File: src/rtl/ps2_note_decoder_if.sv
// Scan-code input and tone/status output bundle between the PS/2 receiver,
// the note decoder and the audio output stage.
interface ps2_note_decoder_if #(
  parameter int unsigned SAMPLE_W = 32
);
  logic [7:0]                 received_data;
  logic                       received_data_en;
  logic                       key_held;
  logic [2:0]                 note_index;
  logic [16:0]                half_period;
  logic [7:0]                 last_code;
  logic                       tone_phase;
  logic signed [SAMPLE_W-1:0] sample;

  modport master (
    output received_data, received_data_en,
    input  key_held, note_index, half_period, last_code, tone_phase, sample
  );

  modport slave (
    input  received_data, received_data_en,
    output key_held, note_index, half_period, last_code, tone_phase, sample
  );
endinterface

File: src/rtl/ps2_note_decoder.sv
// PS/2 scan-code parser with a held-key model that drives a square-wave
// sample for notes C4..C5 mapped onto eight home-row keys.
module ps2_note_decoder #(
  parameter logic signed [31:0] AMPLITUDE = 32'sd10000000,
  parameter int unsigned        SAMPLE_W  = 32
) (
  input  logic              CLOCK_50,
  input  logic              resetn,
  ps2_note_decoder_if.slave bus
);

  localparam int unsigned HP_W = 17;
  localparam logic [7:0]  C_E0 = 8'hE0;
  localparam logic [7:0]  C_F0 = 8'hF0;
  localparam logic signed [SAMPLE_W-1:0] L_POS = SAMPLE_W'(AMPLITUDE);
  localparam logic signed [SAMPLE_W-1:0] L_NEG = SAMPLE_W'(-AMPLITUDE);

  typedef enum logic [1:0] {P_IDLE, P_E0, P_F0, P_E0F0} state_t;

  state_t                     r_state, w_state_next;
  logic                       r_key_held;
  logic [2:0]                 r_note_index;
  logic [HP_W-1:0]            r_half_period;
  logic [7:0]                 r_last_code;
  logic [7:0]                 r_held_code;
  logic [HP_W-1:0]            r_cnt;
  logic                       r_tone_phase;
  logic signed [SAMPLE_W-1:0] r_sample;

  logic                       w_make, w_break, w_mapped, w_restart, w_wrap;
  logic [2:0]                 w_map_note;
  logic [HP_W-1:0]            w_map_hp;

  // Key map: make code to note index and half period in CLOCK_50 cycles
  always_comb begin
    w_mapped   = 1'b1;
    w_map_note = 3'd0;
    w_map_hp   = '0;
    case (bus.received_data)
      8'h1C: begin w_map_note = 3'd0; w_map_hp = 17'd95556; end
      8'h1B: begin w_map_note = 3'd1; w_map_hp = 17'd85131; end
      8'h23: begin w_map_note = 3'd2; w_map_hp = 17'd75843; end
      8'h2B: begin w_map_note = 3'd3; w_map_hp = 17'd71586; end
      8'h34: begin w_map_note = 3'd4; w_map_hp = 17'd63776; end
      8'h33: begin w_map_note = 3'd5; w_map_hp = 17'd56818; end
      8'h3B: begin w_map_note = 3'd6; w_map_hp = 17'd50619; end
      8'h42: begin w_map_note = 3'd7; w_map_hp = 17'd47778; end
      default: w_mapped = 1'b0;
    endcase
  end

  // Parser next state; extended (E0-prefixed) sequences are swallowed
  always_comb begin
    w_state_next = r_state;
    w_make       = 1'b0;
    w_break      = 1'b0;
    if (bus.received_data_en) begin
      case (r_state)
        P_IDLE: begin
          if (bus.received_data == C_E0)      w_state_next = P_E0;
          else if (bus.received_data == C_F0) w_state_next = P_F0;
          else                                w_make       = 1'b1;
        end
        P_E0:    w_state_next = (bus.received_data == C_F0) ? P_E0F0 : P_IDLE;
        P_F0: begin
          if (bus.received_data != C_F0) begin
            w_break      = 1'b1;
            w_state_next = P_IDLE;
          end
        end
        P_E0F0:  w_state_next = P_IDLE;
        default: w_state_next = P_IDLE;
      endcase
    end
  end

  // A typematic repeat of the sounding note must not restart the tone
  assign w_restart = w_make && w_mapped && (!r_key_held || (w_map_note != r_note_index));
  assign w_wrap    = (r_cnt == (r_half_period - HP_W'(1)));

  always_ff @(posedge CLOCK_50 or negedge resetn) begin
    if (!resetn) begin
      r_state       <= P_IDLE;
      r_key_held    <= 1'b0;
      r_note_index  <= '0;
      r_half_period <= '0;
      r_last_code   <= '0;
      r_held_code   <= '0;
      r_cnt         <= '0;
      r_tone_phase  <= 1'b0;
      r_sample      <= '0;
    end else begin
      r_state <= w_state_next;
      if (w_make) r_last_code <= bus.received_data;

      if (w_make && w_mapped) begin
        r_key_held    <= 1'b1;
        r_note_index  <= w_map_note;
        r_half_period <= w_map_hp;
        r_held_code   <= bus.received_data;
      end else if (w_break && (bus.received_data == r_held_code)) begin
        r_key_held <= 1'b0;
      end

      if (w_restart) begin
        r_cnt        <= '0;
        r_tone_phase <= 1'b1;
      end else if (r_key_held) begin
        if (w_wrap) begin
          r_cnt        <= '0;
          r_tone_phase <= ~r_tone_phase;
        end else begin
          r_cnt <= r_cnt + HP_W'(1);
        end
      end else begin
        r_cnt        <= '0;
        r_tone_phase <= 1'b0;
      end

      r_sample <= r_key_held ? (r_tone_phase ? L_POS : L_NEG) : '0;
    end
  end

  assign bus.key_held    = r_key_held;
  assign bus.note_index  = r_note_index;
  assign bus.half_period = r_half_period;
  assign bus.last_code   = r_last_code;
  assign bus.tone_phase  = r_tone_phase;
  assign bus.sample      = r_sample;

endmodule

File: src/flat_wrapper.sv
// flat-port wrapper written by rule: the top's interface ports become plain ports
module ps2_note_decoder_flat 
#(
  parameter logic signed [31:0] AMPLITUDE = 32'sd10000000,
  parameter int unsigned        SAMPLE_W  = 32
)
  (CLOCK_50, resetn, bus_received_data, bus_received_data_en, bus_key_held, bus_note_index, bus_half_period, bus_last_code, bus_tone_phase, bus_sample);
  ps2_note_decoder_if #(.SAMPLE_W(SAMPLE_W)) bus_i ();
  input  logic CLOCK_50;
  input  logic resetn;
  input wire logic [$bits(bus_i.received_data)-1:0] bus_received_data;
  input wire logic [$bits(bus_i.received_data_en)-1:0] bus_received_data_en;
  output wire logic [$bits(bus_i.key_held)-1:0] bus_key_held;
  output wire logic [$bits(bus_i.note_index)-1:0] bus_note_index;
  output wire logic [$bits(bus_i.half_period)-1:0] bus_half_period;
  output wire logic [$bits(bus_i.last_code)-1:0] bus_last_code;
  output wire logic [$bits(bus_i.tone_phase)-1:0] bus_tone_phase;
  output wire logic [$bits(bus_i.sample)-1:0] bus_sample;
  assign bus_i.received_data = bus_received_data;
  assign bus_i.received_data_en = bus_received_data_en;
  assign bus_key_held = bus_i.key_held;
  assign bus_note_index = bus_i.note_index;
  assign bus_half_period = bus_i.half_period;
  assign bus_last_code = bus_i.last_code;
  assign bus_tone_phase = bus_i.tone_phase;
  assign bus_sample = bus_i.sample;
  ps2_note_decoder #(.AMPLITUDE(AMPLITUDE), .SAMPLE_W(SAMPLE_W)) u_core (.CLOCK_50(CLOCK_50), .resetn(resetn), .bus(bus_i));
endmodule
File: config.mk
export PLATFORM = sky130hd
export DESIGN_NAME = ps2_note_decoder_flat
export DESIGN_NICKNAME = d
export VERILOG_FILES = /design/src/rtl/ps2_note_decoder_if.sv /design/src/rtl/ps2_note_decoder.sv /design/src/flat_wrapper.sv
export SDC_FILE = /design/constraint.sdc
export NUM_CORES = 1
export LEC_CHECK = 0
export BUFFER_PORTS_ARGS = -buffer_cell sky130_fd_sc_hd__buf_2
export CAP_MARGIN = 20
export CORE_UTILIZATION = 45
export DETAILED_ROUTE_END_ITERATION = 12
export PLACE_DENSITY = 0.73
export SETUP_SLACK_MARGIN = 0.02
export SLEW_MARGIN = 20
export SYNTH_ARGS = -nofsm -noshare
export SYNTH_HDL_FRONTEND = slang
export SYNTH_SLANG_ARGS = --single-unit
File: constraint.sdc
create_clock -name CLOCK_50 -period 2.85 [get_ports CLOCK_50]
set_input_delay 0 -clock CLOCK_50 [delete_from_list [all_inputs] [get_ports CLOCK_50]]
set_output_delay 0 -clock CLOCK_50 [all_outputs]
set_load 0.05 [all_outputs]
Yosys cells after proc, flatten, opt, wreduce, memory -nomap -nowiden

Index checks and enable logic that the tools add are counted.

Output and inout port bits: 62
Word-level logic and storage cells: 66
Flip-flop bits (word level): 89
Bits of input ports: 11

$add $sub $neg: 2
Reduce and logical (&&, ||, !) cells: 9
Equality and inequality tests: 20
Bitwise logic cells: 1
Multiplexer cells: 25

Operator list:

| operator                                                                 | count |
|---|---|
| 17-bit one-hot mux with 8 select lines                                   | 1 |
| 32-bit 2-to-1 mux                                                        | 2 |
| 17-bit 2-to-1 mux                                                        | 3 |
| 8-bit by 6-bit == test with 1-bit output (second input constant)         | 5 |
| 3-bit one-hot mux with 7 select lines                                    | 1 |
| 17-bit by 1-bit adder with 17-bit output (second input constant)         | 1 |
| 17-bit == test                                                           | 1 |
| 17-bit by 1-bit subtractor with 17-bit output (second input constant)    | 1 |
| 8-bit by 5-bit == test with 1-bit output (second input constant)         | 2 |
| 8-bit == test (second input constant)                                    | 2 |
| 1-bit 2-to-1 mux                                                         | 13 |
| 8-bit by 7-bit == test with 1-bit output (second input constant)         | 1 |
| 8-bit == test                                                            | 1 |
| 2-bit 2-to-1 mux                                                         | 4 |
| 8-bit inequality test (second input constant)                            | 1 |
| 2-bit one-hot mux with 4 select lines                                    | 1 |
| 8-bit OR reduction                                                       | 1 |
| 2-bit == test (second input constant)                                    | 2 |
| 1-bit logical AND                                                        | 3 |
| 3-bit by 1-bit inequality test with 1-bit output (second input constant) | 1 |
| 3-bit inequality test                                                    | 1 |
| 3-bit inequality test (second input constant)                            | 1 |
| 3-bit AND reduction                                                      | 1 |
| 2-bit by 1-bit == test with 1-bit output (second input constant)         | 1 |
| 6 further kinds                                                          | 6 |

Longest topological paths before layout

Depth in word-level cells: 8
Mapped depth: 12
Gate-level depth less buffers: 9

Least setup slack after synthesis

OpenSTA, ideal clock, no wires.

Path kind: reg-to-reg
Start point: reg u_core.r_half_period[0] (netlist: u_core.bus.half_period[0])
End point: reg u_core.r_cnt[10]
Stages on the path, launching flop included: 11
Path slack: 0.253 ns
Setup time: 0.071 ns
Arrival time: 2.526 ns
Period minus slack after synthesis: 2.597 ns
Buffers on the path: 2
Data required time: 2.779 ns
Cells stage by stage: dfrtp_1 > inv_1 > ha_1 > or3b_2 > or3_1 > a31oi_1 > a211oi_1 > a32o_1 > buf_6 > buf_8 > nor2_1

Cells in the longest elaborated chain, start to end: 5

RTL lines:

| what                                          | line                    | text |
|---|---|---|
| from (decl)                                   | ps2_note_decoder.sv:23  | `logic [HP_W-1:0] r_half_period;` |
| from (signal assigned)                        | ps2_note_decoder.sv:99  | `r_half_period <= w_map_hp;` |
| 17-bit by 1-bit subtractor with 17-bit output | ps2_note_decoder.sv:79  | `assign w_wrap = (r_cnt == (r_half_period - HP_W'(1)));` |
| 17-bit == test                                | ps2_note_decoder.sv:79  |  |
| 17-bit 2-to-1 mux                             | ps2_note_decoder.sv:109 | `if (w_wrap) begin` |
| 17-bit 2-to-1 mux                             | ps2_note_decoder.sv:108 | `end else if (r_key_held) begin` |
| 17-bit 2-to-1 mux                             | ps2_note_decoder.sv:105 | `if (w_restart) begin` |
| to (signal assigned)                          | ps2_note_decoder.sv:113 | `r_cnt <= r_cnt + HP_W'(1);` |
| to (decl)                                     | ps2_note_decoder.sv:26  | `logic [HP_W-1:0] r_cnt;` |

No other way between the ends.
A chain may end at the register's enable or synchronous reset.

Final worst setup path

Start point: in bus_received_data[0]
End point: reg u_core.r_cnt[12]

Cells in the longest elaborated chain, start to end: 8
Elaborated cells on any way between the ends: 22
Those cells by class: 11 x eq/ne; 7 x mux; 4 x reduce/logical

RTL lines:

| what                  | line                    | text |
|---|---|---|
| from (decl)           | flat_wrapper.sv:11      | `input wire logic [$bits(bus_i.received_data)-1:0] bus_received_data;` |
| 8-bit == test         | ps2_note_decoder.sv:61  | `else if (bus.received_data == C_F0) w_state_next = P_F0;` |
| 1-bit 2-to-1 mux      | ps2_note_decoder.sv:61  |  |
| 1-bit 2-to-1 mux      | ps2_note_decoder.sv:60  | `if (bus.received_data == C_E0) w_state_next = P_E0;` |
| 1-bit 2-to-1 mux      | ps2_note_decoder.sv:58  | `case (r_state)` |
| 1-bit 2-to-1 mux      | ps2_note_decoder.sv:57  | `if (bus.received_data_en) begin` |
| 1-bit logical AND     | ps2_note_decoder.sv:78  | `assign w_restart = w_make && w_mapped && (!r_key_held \|\| (w_map_note != r_note_index));` |
| 1-bit logical AND (*) | ps2_note_decoder.sv:78  |  |
| 17-bit 2-to-1 mux (*) | ps2_note_decoder.sv:105 |  |

Every way passes the cells marked *; elsewhere a longest branch is shown, timed or not.

==> metrics.md <==
| Metric | Value |
|---|---|
| Primary FF master, synth | sky130_fd_sc_hd__dfrtp_1 |
| Max clock buf depth | 2 |
| Utilization after layout | 53.0% |
| Top post-synthesis cells by area | sky130_fd_sc_hd__dfrtp_1 41%, sky130_fd_sc_hd__xor2_1 6.7%, sky130_fd_sc_hd__buf_4 6.3% |
| Final nets | 462 |
| CTS buffer count | 9 |
| Maximum resistive drop on vdd | 0.530 mV |
| Number of H-tree levels | 3 |
| First-pass GRT wire length | 13500 µm |
| Number of different library cells in the post-synthesis netlist | 61 |
| Shortest clock period the worst path allows after layout | 2.56 ns |
| Core Rows | 32 |
| Async set or reset register ratio after synthesis | 100% |
| Fmax | 0.391 GHz |
| Final count of hold timing violations | 0 |
| Vias in the first global route | 2793 |
| Capture point of the worst path | u_core.r_cnt[12] |
| Count of warnings emitted by yosys | 0 |
| Effective utilization at floorplan | 47.2% |
| Area of the core | 0.00781 mm² |
| Post-synthesis mux area share | 3.05% |
| Power per unit of standard cell area | 823 mW/mm² |
| Number of synthesized flops with an enable pin | 0 |
| Clock latency reported for the late side of the worst-skew pair | 0.34 ns |
| Total non-filler cell area in the finished layout | 0.00414 mm² |
| Number of synthesized register bits | 60 |
| Setup repair after global routing missed its margin | no |
| Cell type with the largest total area after synthesis | sky130_fd_sc_hd__dfrtp_1 |
| Detailed router's first-iteration violation count | 188 |
| Actual slew at the worst max-slew pin | 0.716 ns |
| Post-route antenna net violation count | 0 |
| Required time at the endpoint of the critical path | 3.11 ns |
| Max-cap violation count | 0 |
| Antenna fix cells | 0 |
| Clk slew on worst S/H paths | 0.07 ns |
| WP data arrival | 2.82 ns |
| Total via count in the routed design | 2992 |
| PortBufs | 65 |
| Instance count of the mapped netlist | 409 |
| Overall routed net length | 8070 µm |
| Sequential area share after synthesis | 40.7% |
| DRC viols | 0 |
| Pins Over Slew Limit | 0 |
| DP Wirelength | 5810 µm |
| Chip width | 92.5 µm |
| Leftover overflow at the end of global routing | 0 |
| Y dimension of the die | 92.5 µm |
| Pin count of the biggest net entering global routing | 33 |
| Most common cell in the netlist | sky130_fd_sc_hd__nand2_1 |
| Fill cell instance count of the final layout | 724 |
| Synth Area per Inst | 9.01 µm² |
| Instance area after placement | 0.00386 mm² |
| Sinks on the clock net | 60 |
| Worst-case clock skew | 0.00879 ns |
| Post-synthesis adder-cell area fraction | 0.679% |
| Fin crit share | 89.8% |
| CTS tree | yes |
| Vias per Instance | 5.38 |
| Critical R2R Capture | u_core.r_cnt[12] |
| Initial antenna violation count | 0 |
| Number of top-level design ports | 73 |
| Synth Area in Compound Gates | 10.5% |
| Leak | 1.99 nW |
| FF-to-FF path depth | 9 |
| Post-synthesis xor/xnor area fraction | 10.9% |
| Area share of the largest cell type after synthesis | 40.7% |
| CP Class | in -> reg |
| Mapped cell area | 0.00369 mm² |
| All-layer global routing usage | 20.1% |
| Run status | finished clean |
| Worst setup SP type | input port |
| Final setup vio count | 0 |
| Fraction of final layout cells sized beyond drive strength 1 | 24.4% |
| Root Driver | sky130_fd_sc_hd__clkbuf_8 |
| Worst min-delay path category | in -> reg |
| Type of element capturing the critical path | flop |
| TritonRoute pass-1 iters | 5 |
| Worst Setup SP | bus_received_data[0] |
| Maximum fanout encountered on the critical timing path | 17 |
| Simple-gate share of the synthesized area | 23.5% |
| Crit Reg-Reg Startpoint | u_core.bus.half_period[0] |
| Area growth from synthesis to layout | 12.3% |
| Commonest cells post-synth | 62 x sky130_fd_sc_hd__nand2_1, 60 x sky130_fd_sc_hd__dfrtp_1, 36 x sky130_fd_sc_hd__nor2_1 |
| Combinational family with the most area after synthesis | simple AND/OR/NAND/NOR gates |
| Remaining max-slew budget at the tightest pin | 52.3% |
| Placer's final routability congestion estimate | 0.877 |
| Detail-routed net length per standard cell | 14.5 µm |
| Final sum of negative setup slack | 0 ns |
| Flop-to-flop setup slack | 0.30 ns |
| Resized Gates After CTS | 0 |
| Die Outline Area | 0.00856 mm² |
kinds of logic (layout without fill, tap and decap cells):
group / after synthesis / in the layout
AND/OR/NAND/NOR: 170 / 170
buffers and inverters: 63 / 102
flip-flops: 60 / 60
AO/OA/AOI/OAI: 57 / 57
XOR/XNOR: 46 / 46
multiplexers: 10 / 10
adder cells (fa/ha/maj): 2 / 2
other: 1 / 7
power by group:
group | total [mW] | internal (mW) | switching (mW)
Sequential | 1.12 | 0.963 | 0.158
Combinational | 1.43 | 0.378 | 1.05
Clock | 0.857 | 0.516 | 0.342
Total | 3.41 | 1.86 | 1.55
layer usage:
layer,wire (µm),global-route usage (%),vias up
li1,-,-,1440
met1,3580,25.7,1424
met2,3870,33.6,120
met3,556,5.75,8
met4,57,4.17,0
met5,0,0,-
metrics by stage:
stage	hold slack, ns	setup slack [ns]	power (mW)	std cells
finish	0.0221	0.290	3.41	556
CTS	0.0121	0.326	3.43	556
detailed placement	0.0923	0.341	2.56	535
floorplan	-0.296	0.253	2.43	415
global placement	0.0840	0.448	2.54	535
global route	0.0226	0.108	3.58	556
repair_timing:
item,4_1_cts,5_1_grt
setup buffers,0,0
hold endpoints to repair,35,0
hold buffers,5,0
how the worst min path moves through the flow:
stage / startpoint / endpoint / slack [ns] / cells after the start
floorplan: resetn / u_core.bus.half_period[0] / -0.30 / 0
global placement: resetn / u_core.r_cnt[4] / 0.08 / 1
detailed placement: resetn / u_core.r_cnt[2] / 0.09 / 1
CTS: bus_received_data[5] / u_core.r_held_code[5] / 0.01 / 3
global route: bus_received_data[5] / u_core.r_held_code[5] / 0.02 / 3
finish: bus_received_data[5] / u_core.r_held_code[5] / 0.02 / 3
sequential cells by signal (all words and copies together) (netlist names):
| name | count |
|---|---|
| u_core.r_state | 2 |
| u_core.r_cnt | 17 |
| u_core.bus.sample | 3 |
| u_core.r_held_code | 8 |
| u_core.bus.half_period | 17 |
| u_core.bus.last_code | 8 |
| u_core.bus.tone_phase | 1 |
| u_core.bus.note_index | 3 |
| u_core.bus.key_held | 1 |
cell usage in the layout, fill, tap and decap left out, types with 3 or more instances in the layout:
cell type | Yosys | routed
sky130_fd_sc_hd__nand4b_1 | 3 | 3
sky130_fd_sc_hd__inv_1 | 8 | 8
sky130_fd_sc_hd__dlygate4sd3_1 | 0 | 5
sky130_fd_sc_hd__xnor2_1 | 18 | 18
sky130_fd_sc_hd__buf_4 | 31 | 8
sky130_fd_sc_hd__clkbuf_8 | 0 | 10
sky130_fd_sc_hd__nand3_1 | 8 | 8
sky130_fd_sc_hd__xor2_1 | 28 | 28
sky130_fd_sc_hd__nor4_1 | 5 | 5
sky130_fd_sc_hd__nor3_1 | 11 | 11
sky130_fd_sc_hd__nand2b_1 | 3 | 3
sky130_fd_sc_hd__a21o_1 | 5 | 5
sky130_fd_sc_hd__and3_1 | 3 | 3
sky130_fd_sc_hd__nand4_1 | 12 | 12
sky130_fd_sc_hd__nor2b_1 | 4 | 4
sky130_fd_sc_hd__o21a_1 | 3 | 3
sky130_fd_sc_hd__conb_1 | 1 | 7
sky130_fd_sc_hd__a21oi_1 | 5 | 5
sky130_fd_sc_hd__mux2_2 | 10 | 10
sky130_fd_sc_hd__nor2_1 | 36 | 36
sky130_fd_sc_hd__dfrtp_1 | 60 | 60
sky130_fd_sc_hd__nand2_1 | 62 | 62
sky130_fd_sc_hd__and4_1 | 3 | 3
sky130_fd_sc_hd__o21ai_0 | 21 | 21
sky130_fd_sc_hd__buf_2 | 5 | 65
final cells by class:
type	count	area, µm²	area share [%]
clock buffer	10	138	3.33
clock inverter	6	86.3	2.09
inverter	8	30.0	0.726
multi-input combinational	292	1820	44.0
sequential	60	1500	36.3
tap	102	128	3.08
timing repair buffer	78	435	10.5
worst max-delay path: stages:
cell	delay [ns]
sky130_fd_sc_hd__dlygate4sd3_1	0.54
sky130_fd_sc_hd__buf_2	0.18
sky130_fd_sc_hd__or4b_1	0.54
sky130_fd_sc_hd__a211oi_2	0.46
sky130_fd_sc_hd__a41oi_1	0.13
sky130_fd_sc_hd__xor2_1	0.19
sky130_fd_sc_hd__nand4_1	0.19
sky130_fd_sc_hd__a32o_1	0.26
sky130_fd_sc_hd__buf_4	0.19
sky130_fd_sc_hd__nor2_1	0.12
(Power assumes the default switching activity.)
